**src/rtl/pwm_burst_seq.sv**
```systemverilog
// Burst sequencer: fires burst_count one-cycle pwm_en strobes, waits for each pulse_valid,
// and idles gap_period cycles between pulses. Abort and pulse timeout cancel the burst.
module pwm_burst_seq #(
    parameter int _RAM_WIDTH     = 32,
    parameter int CNT_WIDTH      = 16,
    parameter int TIMEOUT_CYCLES = 65535
) (
    input  logic                  io_clk,
    input  logic                  io_rst,
    input  logic                  start,
    input  logic                  abort,
    input  logic [CNT_WIDTH-1:0]  burst_count,
    input  logic [_RAM_WIDTH-1:0] pulse_period_in,
    input  logic [_RAM_WIDTH-1:0] die_period_in,
    input  logic [_RAM_WIDTH-1:0] gap_period,
    input  logic                  default_level_in,
    input  logic                  pulse_valid,
    output logic                  pwm_en,
    output logic                  pwm_dis,
    output logic [_RAM_WIDTH-1:0] pulse_period,
    output logic [_RAM_WIDTH-1:0] die_period,
    output logic                  io_defaultLevel,
    output logic                  busy,
    output logic                  done,
    output logic [CNT_WIDTH-1:0]  pulse_cnt,
    output logic                  err_timeout
);

    localparam int RW = _RAM_WIDTH;
    localparam int CW = CNT_WIDTH;
    localparam int TW = $clog2(TIMEOUT_CYCLES + 1);
    localparam logic [TW-1:0] TO_LAST = TW'(TIMEOUT_CYCLES - 1);

    typedef enum logic [2:0] {
        IDLE,
        FIRE,
        WAIT,
        GAP,
        DONE
    } state_t;

    state_t         r_state;
    state_t         w_next;
    logic [CW-1:0]  r_burst;
    logic [RW-1:0]  r_gap;
    logic [RW-1:0]  r_gap_cnt;
    logic [TW-1:0]  r_to_cnt;
    logic [CW-1:0]  w_new_cnt;
    logic           w_accept;
    logic           w_abort;
    logic           w_count;
    logic           w_timeout;

    always_comb begin
        w_next    = r_state;
        w_new_cnt = pulse_cnt + CW'(1);
        w_accept  = (r_state == IDLE) && start && !abort;
        w_abort   = abort && (r_state != IDLE);
        w_count   = (r_state == WAIT) && pulse_valid && !abort;
        w_timeout = 1'b0;
        case (r_state)
            IDLE: if (w_accept) w_next = (burst_count == '0) ? DONE : FIRE;
            FIRE: w_next = WAIT;
            WAIT: begin
                if (pulse_valid) begin
                    if (w_new_cnt == r_burst)  w_next = DONE;
                    else if (r_gap == '0)      w_next = FIRE;
                    else                       w_next = GAP;
                end else if (r_to_cnt >= TO_LAST) begin
                    w_timeout = !abort;
                    w_next    = IDLE;
                end
            end
            GAP:  if (r_gap_cnt <= RW'(1)) w_next = FIRE;
            DONE: w_next = IDLE;
            default: w_next = IDLE;
        endcase
        if (w_abort) w_next = IDLE;
    end

    // r_to_cnt counts cycles since the pwm_en strobe, the FIRE cycle included.
    always_ff @(posedge io_clk or posedge io_rst) begin
        if (io_rst) begin
            r_state         <= IDLE;
            r_burst         <= '0;
            r_gap           <= '0;
            r_gap_cnt       <= '0;
            r_to_cnt        <= '0;
            pwm_en          <= 1'b0;
            pwm_dis         <= 1'b0;
            pulse_period    <= '0;
            die_period      <= '0;
            io_defaultLevel <= 1'b0;
            busy            <= 1'b0;
            done            <= 1'b0;
            pulse_cnt       <= '0;
            err_timeout     <= 1'b0;
        end else begin
            r_state <= w_next;
            pwm_en  <= (w_next == FIRE);
            busy    <= (w_next != IDLE);
            done    <= (r_state == DONE) && !w_abort;
            if (w_accept) begin
                r_burst         <= burst_count;
                r_gap           <= gap_period;
                pulse_period    <= pulse_period_in;
                die_period      <= die_period_in;
                io_defaultLevel <= default_level_in;
                pulse_cnt       <= '0;
                err_timeout     <= 1'b0;
                pwm_dis         <= 1'b0;
            end
            if (w_count) pulse_cnt <= w_new_cnt;
            if (w_abort || w_timeout) pwm_dis <= 1'b1;
            if (w_timeout) err_timeout <= 1'b1;
            if (r_state == FIRE)      r_to_cnt <= TW'(1);
            else if (r_state == WAIT) r_to_cnt <= r_to_cnt + TW'(1);
            if (r_state == WAIT && w_next == GAP) r_gap_cnt <= r_gap;
            else if (r_state == GAP)              r_gap_cnt <= r_gap_cnt - RW'(1);
        end
    end

endmodule

```
**config.mk**
```make
export PLATFORM = sky130hd
export DESIGN_NAME = pwm_burst_seq
export DESIGN_NICKNAME = d
export VERILOG_FILES = /design/src/rtl/pwm_burst_seq.sv
export SDC_FILE = /design/constraint.sdc
export NUM_CORES = 1
export LEC_CHECK = 0
export CAP_MARGIN = 20
export CORE_ASPECT_RATIO = 1.1
export CORE_MARGIN = 3
export CORE_UTILIZATION = 57
export DETAILED_ROUTE_END_ITERATION = 8
export DONT_BUFFER_PORTS = 1
export PLACE_DENSITY = 0.78
export SYNTH_ARGS = -nofsm -noshare
export SYNTH_HDL_FRONTEND = slang
export SYNTH_SLANG_ARGS = --single-unit
```
**constraint.sdc**
```tcl
create_clock -name io_clk -period 5.6 [get_ports io_clk]
set_input_delay 0.28 -clock io_clk [delete_from_list [all_inputs] [get_ports io_clk]]
set_output_delay 0.28 -clock io_clk [all_outputs]
set_load 0.03 [all_outputs]
```
After elaboration in Yosys (flattened, before gate mapping)
Cells that the tools add are included.
{"block": "totals", "register_bits": 185, "in_bits": 118}
{"block": "classes", "order_cmp": 2, "eq_ne": 7, "reduce_logical": 20, "mux": 21, "n_addsub": 3}
{"cell": "16-bit two-way mux", "count": 4}
{"cell": "32-bit two-way mux", "count": 2}
{"cell": "16-bit by 1-bit adder with 16-bit output, second input constant", "count": 2}
{"cell": "32-bit by 1-bit <= comparator with 1-bit output, second input constant", "count": 1}
{"cell": "32-bit logical NOT", "count": 1}
{"cell": "32-bit by 1-bit subtractor with 32-bit output, second input constant", "count": 1}
{"cell": "3-bit two-way mux", "count": 7}
{"cell": "16-bit equality test", "count": 1}
{"cell": "16-bit >= comparator, second input constant", "count": 1}
{"cell": "16-bit logical NOT", "count": 1}
{"cell": "3-bit case mux with 4 select lines", "count": 1}
{"cell": "2-bit nonzero test", "count": 5}
{"cell": "3-bit by 2-bit equality test with 1-bit output, second input constant", "count": 3}
{"cell": "1-bit logical AND", "count": 7}
{"cell": "3-bit by 1-bit equality test with 1-bit output, second input constant", "count": 2}
{"cell": "1-bit two-way mux", "count": 6}
{"cell": "3-bit nonzero test", "count": 2}
{"cell": "3-bit equality test, second input constant", "count": 1}
{"cell": "3-bit logical NOT", "count": 1}
{"cell": "1-bit logical NOT", "count": 2}
{"cell": "2-bit two-way mux", "count": 1}
{"cell": "1-bit logical OR", "count": 1}

Longest topological paths before layout
Gate-level depths: netlist of run 1.
{"block": "depth", "ltp_word": 9, "depth_mapped": 10}

Worst setup path after synthesis of run 1
Ideal clock, no wire load.
{"block": "synth_path", "kind": "register to register", "startpoint": "reg pulse_cnt[0]", "endpoint": "reg r_gap_cnt[31]", "setup_ns": 0.124, "path_stages_with_launch": 10, "slack_ns": 2.696, "t_arrival_ns": 2.780, "required_ns": 5.476, "path_cell_list": "dfrtp_1 > ha_1 > and3_1 > a21oi_1 > or3b_2 > nor4_1 > nand3_1 > and2_4 > buf_6 > a211o_1"}
{"block": "synth_via", "elab_chain_len": 9}
{"element": "start, declared", "line": "25", "text": "output logic [CNT_WIDTH-1:0] pulse_cnt,"}
{"element": "start signal, assigned", "line": "113", "text": "if (w_count) pulse_cnt <= w_new_cnt;"}
{"element": "16-bit by 1-bit adder with 16-bit output *", "line": "56", "text": "w_new_cnt = pulse_cnt + CW'(1);"}
{"element": "16-bit equality test *", "line": "66", "text": "if (w_new_cnt == r_burst) w_next = DONE;"}
{"element": "3-bit two-way mux *", "line": "66"}
{"element": "3-bit two-way mux *", "line": "65", "text": "if (pulse_valid) begin"}
{"element": "3-bit case mux with 4 select lines *", "line": "61", "text": "case (r_state)"}
{"element": "3-bit two-way mux *", "line": "78", "text": "if (w_abort) w_next = IDLE;"}
{"element": "3-bit by 2-bit equality test with 1-bit output *", "line": "118", "text": "if (r_state == WAIT && w_next == GAP) r_gap_cnt <= r_gap;"}
{"element": "1-bit logical AND *", "line": "118"}
{"element": "32-bit two-way mux or 2-bit nonzero test (tied branches)"}
{"element": "end signal, assigned", "line": "118"}
{"element": "end signal, assigned", "line": "119", "text": "else if (r_state == GAP) r_gap_cnt <= r_gap_cnt - RW'(1);"}
{"element": "end, declared", "line": "46", "text": "logic [RW-1:0] r_gap_cnt;"}
Every way passes the cells marked *; elsewhere a longest branch is shown, timed or not.
A chain may end at the register's enable or synchronous reset.

Worst setup path after layout of run 1
{"block": "layout_path", "startpoint": "reg pulse_cnt[3]", "endpoint": "reg r_gap_cnt[1]"}
The elaborated chain is that of the path after synthesis.

==> impl_results.md, run 1 <==
* Status: finished, final reports clean
* Share of layout cells above drive strength 1 at 0.0533
* Worst path slowest cell: nand3_1
* DRT Pass-1 Iters at 5
* Setup Skew at 13.9 ps
* Required time of the critical path at 5920 ps
* Worst Path Buf+Inv at 1
* Synth warnings at 0
* Die area at 16,700 µm²
* DR iter-0 viols at 677
* Worst path max stage delay at ~730 ps
* RSZ-0062 raised after global routing: no
* Placeable Area at 14,700 µm²
* Netlist cell types at between 60 and 70
* Crit. End Element: flip-flop
* EDFF count, synth at 0
* Fillers at 1,025
* Design Area, Final at around 11,000 µm²
* Max-cap violations at 0
* Power Dens Cells at 509 nW/µm²
* Root buf cell: clkbuf_16
* VDD IR-drop max at 0.000336 V
* Primary FF master, synth: dfrtp_1
* Die Y at around 140 µm
* Post-DP HPWL at between 10 and 15 mm
* Rows at 46
* R2R depth at 8
* Vias in the first global route at around 7,600
* Final Hold Fails at 0
* Final Max Slew Viols at 0
* Final worst-path cycle share at 0.762
* DR vias/cell at 5.85
* First-pass GRT wire length at about 39 mm
* Kind of critical path: reg -> reg
* # port buffers at 0
* Clk_lat worst skew at 440 ps
* Wire per inst at 18.4 µm
* Final setup TNS at 0 ps
* Worst r2r dst: r_gap_cnt[1]
* Number of nets with antenna violations after routing at 0
* Area Growth Syn to Fin at 21.9%
* CTS tree: yes
* Sequential area share after synthesis at 0.534
* Worst path cell trace: nand4_1 > nor4_1 > xnor2_1 > a2111oi_0 > nand3_1 > buf_4 > and2_4 > a211o_1
* WHS Path Cells at 2
* Placed cell area at 8790 µm²
* Vias at 7,605
* Commonest non-fill, non-tap cells in the layout: nand2_1 (390), dfrtp_1 (185), dlygate4sd3_1 (114)
* Synth Register Bits at between 150 and 200
* Tightest Pin Transition at around 1100 ps
* Setup-failing EPs final at 0
* Fin nets at 1,216
* Fmax at 234 MHz
* Slew HR at 0.296
* HP Start: pulse_period_in[27]
* Post-synth top area share at 0.534
* DRC at 0
* Total track usage at 0.295
* Clock sink count at 185
* R2R Setup Slk at 1330 ps
* Synth top area cells: dfrtp_1 (53%), nand2_1 (17%), o21ai_0 (3.5%), nor2_1 (2.0%), a31oi_1 (2.0%)
* Top delay family on crit path: simple AND/OR/NAND/NOR gates
* Drt total wl at 23.9 mm
* Die width at approximately 120 µm
* Hold EP: pulse_period[27]
* CTS buffer count at 17
* Initial antenna violation count at 0
* CP arrival at 4580 ps
* Starting Density at 0.591
* Clock period minus worst slack at around 4300 ps
* Syn_area_per_cell at 8.67 µm²
* Post-Syn Instances at roughly 1,000
* Power, Total at 5380 µW
* Area leader, netlist: dfrtp_1
* R2R Path Start: pulse_cnt[3]
* H-tree depth at 4
* Critical Path Fanout Max at 29
* Clk buf depth at 2
* GPL Wtd Cong at about 0.86
* I/O pin count at 204
* FFs w/ async S/R, synth at 1.00
* Leakage power at 0.00488 µW
* Startpoint class of the critical path: flip-flop
* Synth Cell Area at 8670 µm²
* Commonest non-fill, non-tap cell in the layout: nand2_1
* Worst min-delay path class: in -> reg
* Clk slew on worst S/H paths at 80 ps
* Gr ovfl total at 0
* Syn Nets at 1,123
* Largest net degree at the start of global routing at 113
==> area by class of cell <==
| class | count | area (µm²) | area share |
|---|---|---|---|
| Sequential cell | 185 | 4630 | 0.438 |
| Multi-Input combinational cell | 759 | 3830 | 0.362 |
| Timing Repair Buffer | 122 | 1220 | 0.116 |
| Clock buffer | 17 | 425 | 0.0402 |
| Tap cell | 192 | 240 | 0.0227 |
| Clock inverter | 15 | 186 | 0.0176 |
| Inverter | 8 | 35.0 | 0.00331 |
| Antenna cell | 1 | 2.50 | 0.000237 |
==> synth_stat cells, types with 4 or more instances <==
master / n
and2_1: 4
xor2_1: 8
or3_1: 8
o31ai_1: 16
nand2b_1: 8
buf_2: 5
a31oi_1: 28
a211o_1: 4
nand2_1: 390
o21ai_0: 60
nor3_1: 18
nor4_1: 23
ha_1: 5
nor2b_1: 4
nand4_1: 13
dfrtp_1: 185
nor2_1: 47
and3_1: 8
clkbuf_1: 37
nand3_1: 22
o21ai_1: 10
a21oi_1: 9
xnor2_1: 16
inv_1: 8
==> sequential cells by signal, indices dropped and copies added, names as in the netlist <==
register and flops:
done 1, pwm_en 1, io_defaultLevel 1, die_period 32, r_gap_cnt 32, pulse_cnt 16, r_burst 16, r_to_cnt 16
err_timeout 1, busy 1, pulse_period 32, r_state 3, pwm_dis 1, r_gap 32
==> per-layer routing <==
metal | vias to the layer above | share of wire | track usage
met1 | 3624 | 0.42 | 0.392
met2 | 325 | 0.48 | 0.448
met3 | 56 | 0.080 | 0.0902
met4 | 0 | 0.028 | 0.131
li1 | 3600 | - | -
met5 | - | 0 | 0
==> worst max path at each step <==
stage / from / end / slack [ps] / depth (start not counted)
global placement: pulse_cnt[3] / r_gap_cnt[1] / 1670 / 8
floorplan: io_rst / busy / 290 / 1
detailed placement: pulse_cnt[3] / r_gap_cnt[25] / 1620 / 8
global route: pulse_cnt[3] / r_gap_cnt[25] / 1050 / 8
CTS: pulse_cnt[3] / r_gap_cnt[25] / 1590 / 8
finish: pulse_cnt[3] / r_gap_cnt[1] / 1330 / 8
==> power by group <==
part / total, µW / switching, µW / internal [µW]
Combinational: 1290 / 764 / 528
Sequential: 2890 / 1020 / 1860
Clock: 1200 / 594 / 605
Total: 5380 / 2380 / 3000
==> metrics by stage <==
stage,utilization,cells,setup WS (ps),hold WS (ps)
floorplan,-,1000,291,350
global placement,0.599,1151,1670,252
detailed placement,0.599,1151,1620,253
CTS,0.718,1297,1590,45.0
global route,0.720,1298,1050,65.3
finish,0.720,1299,1330,56.1
==> cells by family (layout without fill, tap and decap cells) <==
logic type,Yosys count,after routing,synth area share
xor+xnor,25,25,0.0268
buf+inv,56,162,0.0268
simple gates,571,571,0.289
fa+ha+maj,5,5,0.00722
flops,185,185,0.534
mux,2,2,0.00245
compound gates,156,156,0.113
other cells,0,1,0
==> repair_timing <==
| action | 4_1_cts | 5_1_grt |
|---|---|---|
| hold endpoints to repair | 177 | 0 |
| gates resized for setup | 0 | 0 |
| buffers inserted | 0 | 0 |
| hold buffers | 114 | 0 |
Note: power is estimated with default switching activity, not from simulation.
==> run 2: changes to the inputs <==
Settings changed: ABC_AREA from default to 1, CORE_UTILIZATION 57 to 58, PLACE_DENSITY 0.78 to 0.79.
Clock period 5.6 ns to 3.8 ns, I/O delays scaled along.
==> run 2 against run 1 <==
- wire length decreased by 1.2%
- sequential share of layout area down 2.2 points
- maximum frequency is 34% higher
- hold slack worse by 37 ps
- critical path depth up 10
- core utilization up 0.43 points
- power increased by 54%
- via count is 7.9% higher
- design area rose by 5.2%
- die area is 4.5% higher
- flip-flop and latch count did not move
- sequential power increased by 49%
- critical path type unchanged
- critical endpoint is now r_gap_cnt[0]
- largest cell class unchanged
==> impl_results.md, run 2 <==
* GPL Wtd Cong at 0.892
* Clock sink count at 185
* Most frequent cell after synthesis: nand2_1
* CP arrival at 3510 ps
* Largest net degree at the start of global routing at 110
* DR vias/cell at approximately 5.6
* DR iter-0 viols at 717
* Final Max Slew Viols at 0
* Sequential share of power at 0.521
* Switching pwr at 3730 µW
* Vias at 8,204
* Synth Cell Area at 9240 µm²
* First-pass GRT wire length at 39.7 mm
* Post-DP HPWL at approximately 15 mm
* Sequential area share after synthesis at 0.501
* Syn_area_per_cell at 7.98 µm²
* Drt total wl at 23.6 mm
* EDFF count, synth at 0
* Crit. End Element: flip-flop
* Primary FF master, synth: dfrtp_1
* Status: finished, final reports clean
* Power, Total at about 8300 µW
* Synth top area cells: dfrtp_1 (50%), nand2_1 (19%), nand3_1 (5.4%), inv_1 (3.4%), nand3_2 (3.4%)
* Clock period minus worst slack at 3190 ps
* CTS tree: yes
* VDD IR-drop max at 0.000503 V
* Critical Path Fanout Max at 33
* H-tree depth at 4
* Fmax at 314 MHz
* Area Growth Syn to Fin at 20.4%
* Fin nets at 1,382
* Initial antenna violation count at 0
* Die Y at approximately 140 µm
* Final worst-path cycle share at 0.839
* Most frequent cells after synthesis: nand2_1 (460), dfrtp_1 (185), nand3_1 (100), inv_1 (83), nor2_1 (64)
* Die area at 17,500 µm²
* Final setup TNS at 0 ps
* Worst path max stage delay at 630 ps
* DRT Pass-1 Iters at 5
* FFs w/ async S/R, synth at 1.00
* Commonest non-fill, non-tap cell in the layout: nand2_1
* Logic pwr share at 0.262
* Placed cell area at 9360 µm²
* Clk slew on worst S/H paths at 70 ps
* Synth warnings at 0
* Area leader, netlist: dfrtp_1
* Total track usage at 0.274
* Antenna cells at 0
* Required time of the critical path at just over 4000 ps
* Design Area, Final at approximately 11,000 µm²
* Starting Density at 0.602
* Startpoint class of the critical path: flip-flop
* Worst path slowest cell: dfrtp_1
* Vias in the first global route at 8,208
* Share of layout cells above drive strength 1 at 0.0825
* Synth Register Bits at 185
* Clk buf depth at 2
* Placeable Area at 15,300 µm²
* Net Sw Frac at 0.450
* DRC at 0
* Final Hold Fails at 0
* Rows at 47
* Root buf cell: clkbuf_16
* Worst min-delay path class: in -> reg
* Gr ovfl total at 0
* Internal power at 4570 µW
* I/O pin count at 204
* Setup-failing EPs final at 0
* Cts repair resizes at 0
* Commonest non-fill, non-tap cells in the layout: nand2_1 (460), dfrtp_1 (185), dlygate4sd3_1 (115)
* # port buffers at 0
* Number of nets with antenna violations after routing at 0
* Setup Skew at 15.2 ps
* Max-cap violations at 0
* Clk_lat worst skew at 440 ps
* Die width at between 100 and 150 µm
* Post-Syn Instances at 1,158
* Slew HR at 0.384
* Syn Nets at 1,281
* Netlist cell types at 42
* Top cell by count, worst path: nand2_1
* Wire per inst at 16.1 µm
* Power Dens Cells at 746 nW/µm²
* Tightest Pin Transition at approximately 900 ps
* RSZ-0062 raised after global routing: no
* Worst path cell trace: ha_1 > nand2_1 > nor2_4 > nand3_1 > nand2_1 > nand2_1 > nand2_1 > nand2_1 > nand2_1 > nor2_2 > nand3_2 > nand2_1 > nand2_1 > nand2_2 > nor2_4 > nand3_4 > o21ai_0 > inv_1
* Clock network power share at 0.216
* Leakage power at 0.00540 µW
* CTS buffer count at 17
* Kind of critical path: reg -> reg
* Post-synth top area share at 0.501
## run 2: changes by cell type in the layout (fill, tap and decap cells not counted), moves of 19 or more
cell     previous run  this run
nor2_1             45        64
nand3_2             1        31
nand3_1            21       100
o21ai_0            60        34
inv_1               7        82
nand2_1           390       460
a31oi_1            28         0
## run 2: area by class of cell
cell class              count  area (µm²)
flip-flops and latches    185        4630
well taps                 196         245
clock buffers              17         425
multi-input cells         844        4080
fillers                  1083        4230
repair buffers            124        1230
clock inverters            15         179
inverters                  87         332
## run 2: path summary, 6_finish.rpt
kind,from,to,slack (ps),cells after the start
setup / recovery,pulse_cnt[0],r_gap_cnt[0],610,18
hold / removal,abort,r_state[2],20,3
setup reg to reg,pulse_cnt[0],r_gap_cnt[0],610,18
hold reg to reg,r_to_cnt[4],r_to_cnt[4],500,1
max in group asynchronous,io_rst,r_gap[23],2430,3
min in group asynchronous,io_rst,die_period[23],360,2
## run 2: through the flow
stage	cells	utilization	setup WS [ps]	hold slack [ps]
5_1_grt	1468	0.724	296	30.9
6_report	1468	0.724	612	19.5
4_1_cts	1468	0.724	650	12.1
2_1_floorplan	1158	-	1230	263
3_5_place_dp	1321	0.610	705	229
3_3_place_gp	1321	0.610	792	227
## run 2: power groups by stage
| stage | registers (µW) | logic (µW) | clock network, µW |
|---|---|---|---|
| global route | 4420 | 2500 | 1920 |
| CTS | 4300 | 2160 | 1820 |
| detailed placement | 4300 | 2060 | 0 |
| floorplan | 4090 | 1730 | 0 |
| global placement | 4310 | 1960 | 0 |
| finish | 4320 | 2180 | 1800 |
## run 2: per-layer routing
layer	part of all wire	vias to the layer above	track usage
met3	0.069	56	0.0683
met4	0.024	0	0.0892
li1	-	3943	-
met2	0.49	333	0.446
met5	0	-	0
met1	0.42	3872	0.363
## run 2: repair_timing
item | CTS | global route
setup endpoints to repair | 0 | 0
setup buffers | 0 | 0
hold endpoints to repair | 147 | 0
hold buffers | 115 | 0
## run 2: critical path, delay by kind of cell (launching register included)
family / cells / cell delay (ps)
and+or+nand+nor: 15 / 1760
DFF: 1 / 630
AOI/OAI and AO/OA: 1 / 330
adders and majority gates: 1 / 300
buffers and inverters: 1 / 60
## run 2: logic make-up (layout without fill, tap and decap cells)
group,Yosys count,after routing,share of synthesized area
flops,185,185,0.501
xor+xnor,21,21,0.0214
simple gates,737,737,0.362
buf+inv,129,243,0.0581
fa+ha+maj,5,5,0.00677
mux,1,1,0.00108
compound gates,80,80,0.0500
==> run 3: changes to the inputs <==
Settings changed: CORE_UTILIZATION 58 to 64, PLACE_DENSITY 0.79 to 0.83.
Clock period 3.8 ns to 3 ns, I/O delays scaled along.
==> run 3 against run 2 <==
- power increased by 28%
- worst setup slack got worse by 380 ps
- wire length increased by 7.1%
- maximum frequency increased by 15%
- combinational power increased by 35%
- non-clock buffer count increased by 20
- sequential power increased by 26%
- global-route usage increased by 4.7 points
- first-iteration DRC count increased by 17%
- clock skew decreased by 6.3 ps
- clock power increased by 22%
- critical path type unchanged
==> impl_results.md, run 3 (synthesis results as in run 2) <==
* Top cell by count, worst path: nand2_1
* Net Sw Frac at 0.457
* Starting Density at 0.662
* CP arrival at 3130 ps
* R2R Setup Slk at 230 ps
* Fmax at ~360 MHz
* Logic pwr share at 0.279
* Fin nets at 1,402
* Post-CTS Setup Bufs at 0
* R2R depth at 18
* Clk buf depth at 2
* Post-DP HPWL at 14.6 mm
* Root buf cell: clkbuf_16
* Worst Path Buf+Inv at 1
* Rows at 45
* Leakage power at 0.00550 µW
* Tightest Pin Transition at 953 ps
* Total track usage at 0.322
* Clk slew on worst S/H paths at 80 ps
* DR vias/cell at approximately 5.7
* Final Max Slew Viols at 0
* Worst r2r dst: r_gap_cnt[29]
* Initial antenna violation count at 0
* DR iter-0 viols at roughly 840
* Vias at between 8,000 and 9,000
* WHS Path Cells at 3
* Status: finished, final reports clean
* Slew HR at 0.365
* Commonest non-fill, non-tap cell in the layout: nand2_1
* RSZ-0062 raised after global routing: no
* CTS tree: yes
* Kind of critical path: reg -> reg
* Final setup TNS at 0 ps
* Placeable Area at 14,000 µm²
* Worst path max stage delay at 370 ps
* VDD IR-drop max at 0.000726 V
* Max-cap violations at 0
* Critical Path Fanout Max at 15
* Gr ovfl total at 0
* Die width at 121 µm
* Clock period minus worst slack at 2770 ps
* Wire per inst at about 17 µm
* Worst min-delay path class: in -> reg
* Drt total wl at 25.3 mm
* R2R Path Start: pulse_cnt[0]
* I/O pin count at 204
* Die area at 15,900 µm²
* H-tree depth at 4
* Hold EP: pwm_dis
* Clk_lat worst skew at ~430 ps
* Final Hold Fails at 0
* Worst path cell trace: ha_1 > nand2_1 > nor2_4 > nand3_1 > nand3b_1 > nand2_1 > nor2_1 > nand2_1 > nor2_1 > nand3_2 > nand2_1 > nand2_1 > nand2_1 > nand2_2 > nand3_4 > buf_4 > nand3_2 > nand3_1
* CTS buffer count at 17
* Crit. End Element: flip-flop
* Final worst-path cycle share at 0.922
* GPL Wtd Cong at 0.872
* DRC at 0
* # port buffers at 0
* Antenna cells at 0
* HP Start: pulse_valid
* Worst path slowest cell: dfrtp_1
* Commonest non-fill, non-tap cells in the layout: nand2_1 (460), dfrtp_1 (185), dlygate4sd3_1 (116)
* Required time of the critical path at around 3400 ps
* DRT Pass-1 Iters at 6
* Setup-failing EPs final at 0
* Power Dens Cells at 940 nW/µm²
* Clock sink count at 185
* Startpoint class of the critical path: flip-flop
* Clock network power share at 0.206
* Setup Skew at 8.92 ps
* Number of nets with antenna violations after routing at 0
* Largest net degree at the start of global routing at 186
* Internal power at 5760 µW
* Sequential share of power at 0.515
* Switching pwr at approximately 4800 µW
* Share of layout cells above drive strength 1 at 0.0952
* Die Y at about 130 µm
* Vias in the first global route at about 8,500
* Top delay family on crit path: simple AND/OR/NAND/NOR gates
* Power, Total at 10,600 µW
* Area Growth Syn to Fin at 22.1%
* First-pass GRT wire length at 41.4 mm
==> run 3: cell types whose count changed in the layout (fill, tap and decap cells not counted) <==
cell           change
clkinv_8           +2
clkbuf_1           +1
buf_12             +1
inv_6              +4
buf_4             +17
inv_4              +1
inv_8              -5
bufinv_16          -1
buf_16             +1
inv_2              -1
dlygate4sd3_1      +1
clkinv_2           -1
==> run 3: worst max-delay path by stage <==
stage | start | endpoint | depth (start not counted)
final | pulse_cnt[0] | r_gap_cnt[29] | 18
after CTS | pulse_cnt[0] | r_gap_cnt[29] | 18
after global routing | pulse_cnt[1] | r_gap_cnt[29] | 18
after global placement | pulse_cnt[0] | r_gap_cnt[21] | 17
after floorplan | io_rst | busy | 1
after detailed placement | pulse_cnt[0] | r_gap_cnt[26] | 17
==> run 3: layer usage <==
layer / wire length (µm) / GRT usage / vias to the layer above
met2: 12400 / 0.532 / 465
met3: 2100 / 0.0768 / 81
li1: - / - / 3986
met1: 9890 / 0.407 / 3934
met4: 871 / 0.134 / 0
met5: 0 / 0 / -
==> run 3: final cells by class <==
cell class | count | area, µm²
inverter | 87 | 334
sequential | 185 | 4630
tap | 188 | 235
multi-input combinational | 844 | 4080
clock inverter | 14 | 155
timing repair buffer | 144 | 1420
fill | 873 | 2690
clock buffer | 18 | 429
==> run 3: what timing repair did <==
item / CTS / global route
setup endpoints to repair: 0 / 4
resized for setup: 0 / 2
hold buffers: 116 / 0
endpoints found under the hold margin: 301 / 0
==> run 3: worst register-to-register path: stages, from the launching register on <==
cell and delay [ps]:
dfrtp_1 370, ha_1 210, nand2_1 130, nor2_4 230, nand3_1 130, nand3b_1 130
nand2_1 60, nor2_1 90, nand2_1 60, nor2_1 190, nand3_2 110, nand2_1 80
nand2_1 50, nand2_1 70, nand2_2 100, nand3_4 250, buf_4 260, nand3_2 80
nand3_1 100
==> run 3: per-stage QoR <==
step | hold slack (ps) | util | std cells | instance area (µm²) | setup WS (ps)
2_1_floorplan | 223 | - | 1158 | 9240 | 471
3_3_place_gp | 226 | 0.680 | 1331 | 9500 | 434
3_5_place_dp | 228 | 0.680 | 1331 | 9500 | 322
4_1_cts | 5.15 | 0.805 | 1479 | 11200 | 289
5_1_grt | 26.9 | 0.808 | 1480 | 11300 | 36.9
6_report | 18.4 | 0.808 | 1480 | 11300 | 233
==> run 3: power groups by stage <==
stage | Combinational [µW] | Clock (µW) | Sequential, µW
after floorplan | 2190 | 0 | 5180
after global placement | 2560 | 0 | 5410
after detailed placement | 2700 | 0 | 5400
after CTS | 2830 | 2200 | 5410
after global routing | 3370 | 2310 | 5580
final | 2950 | 2190 | 5460
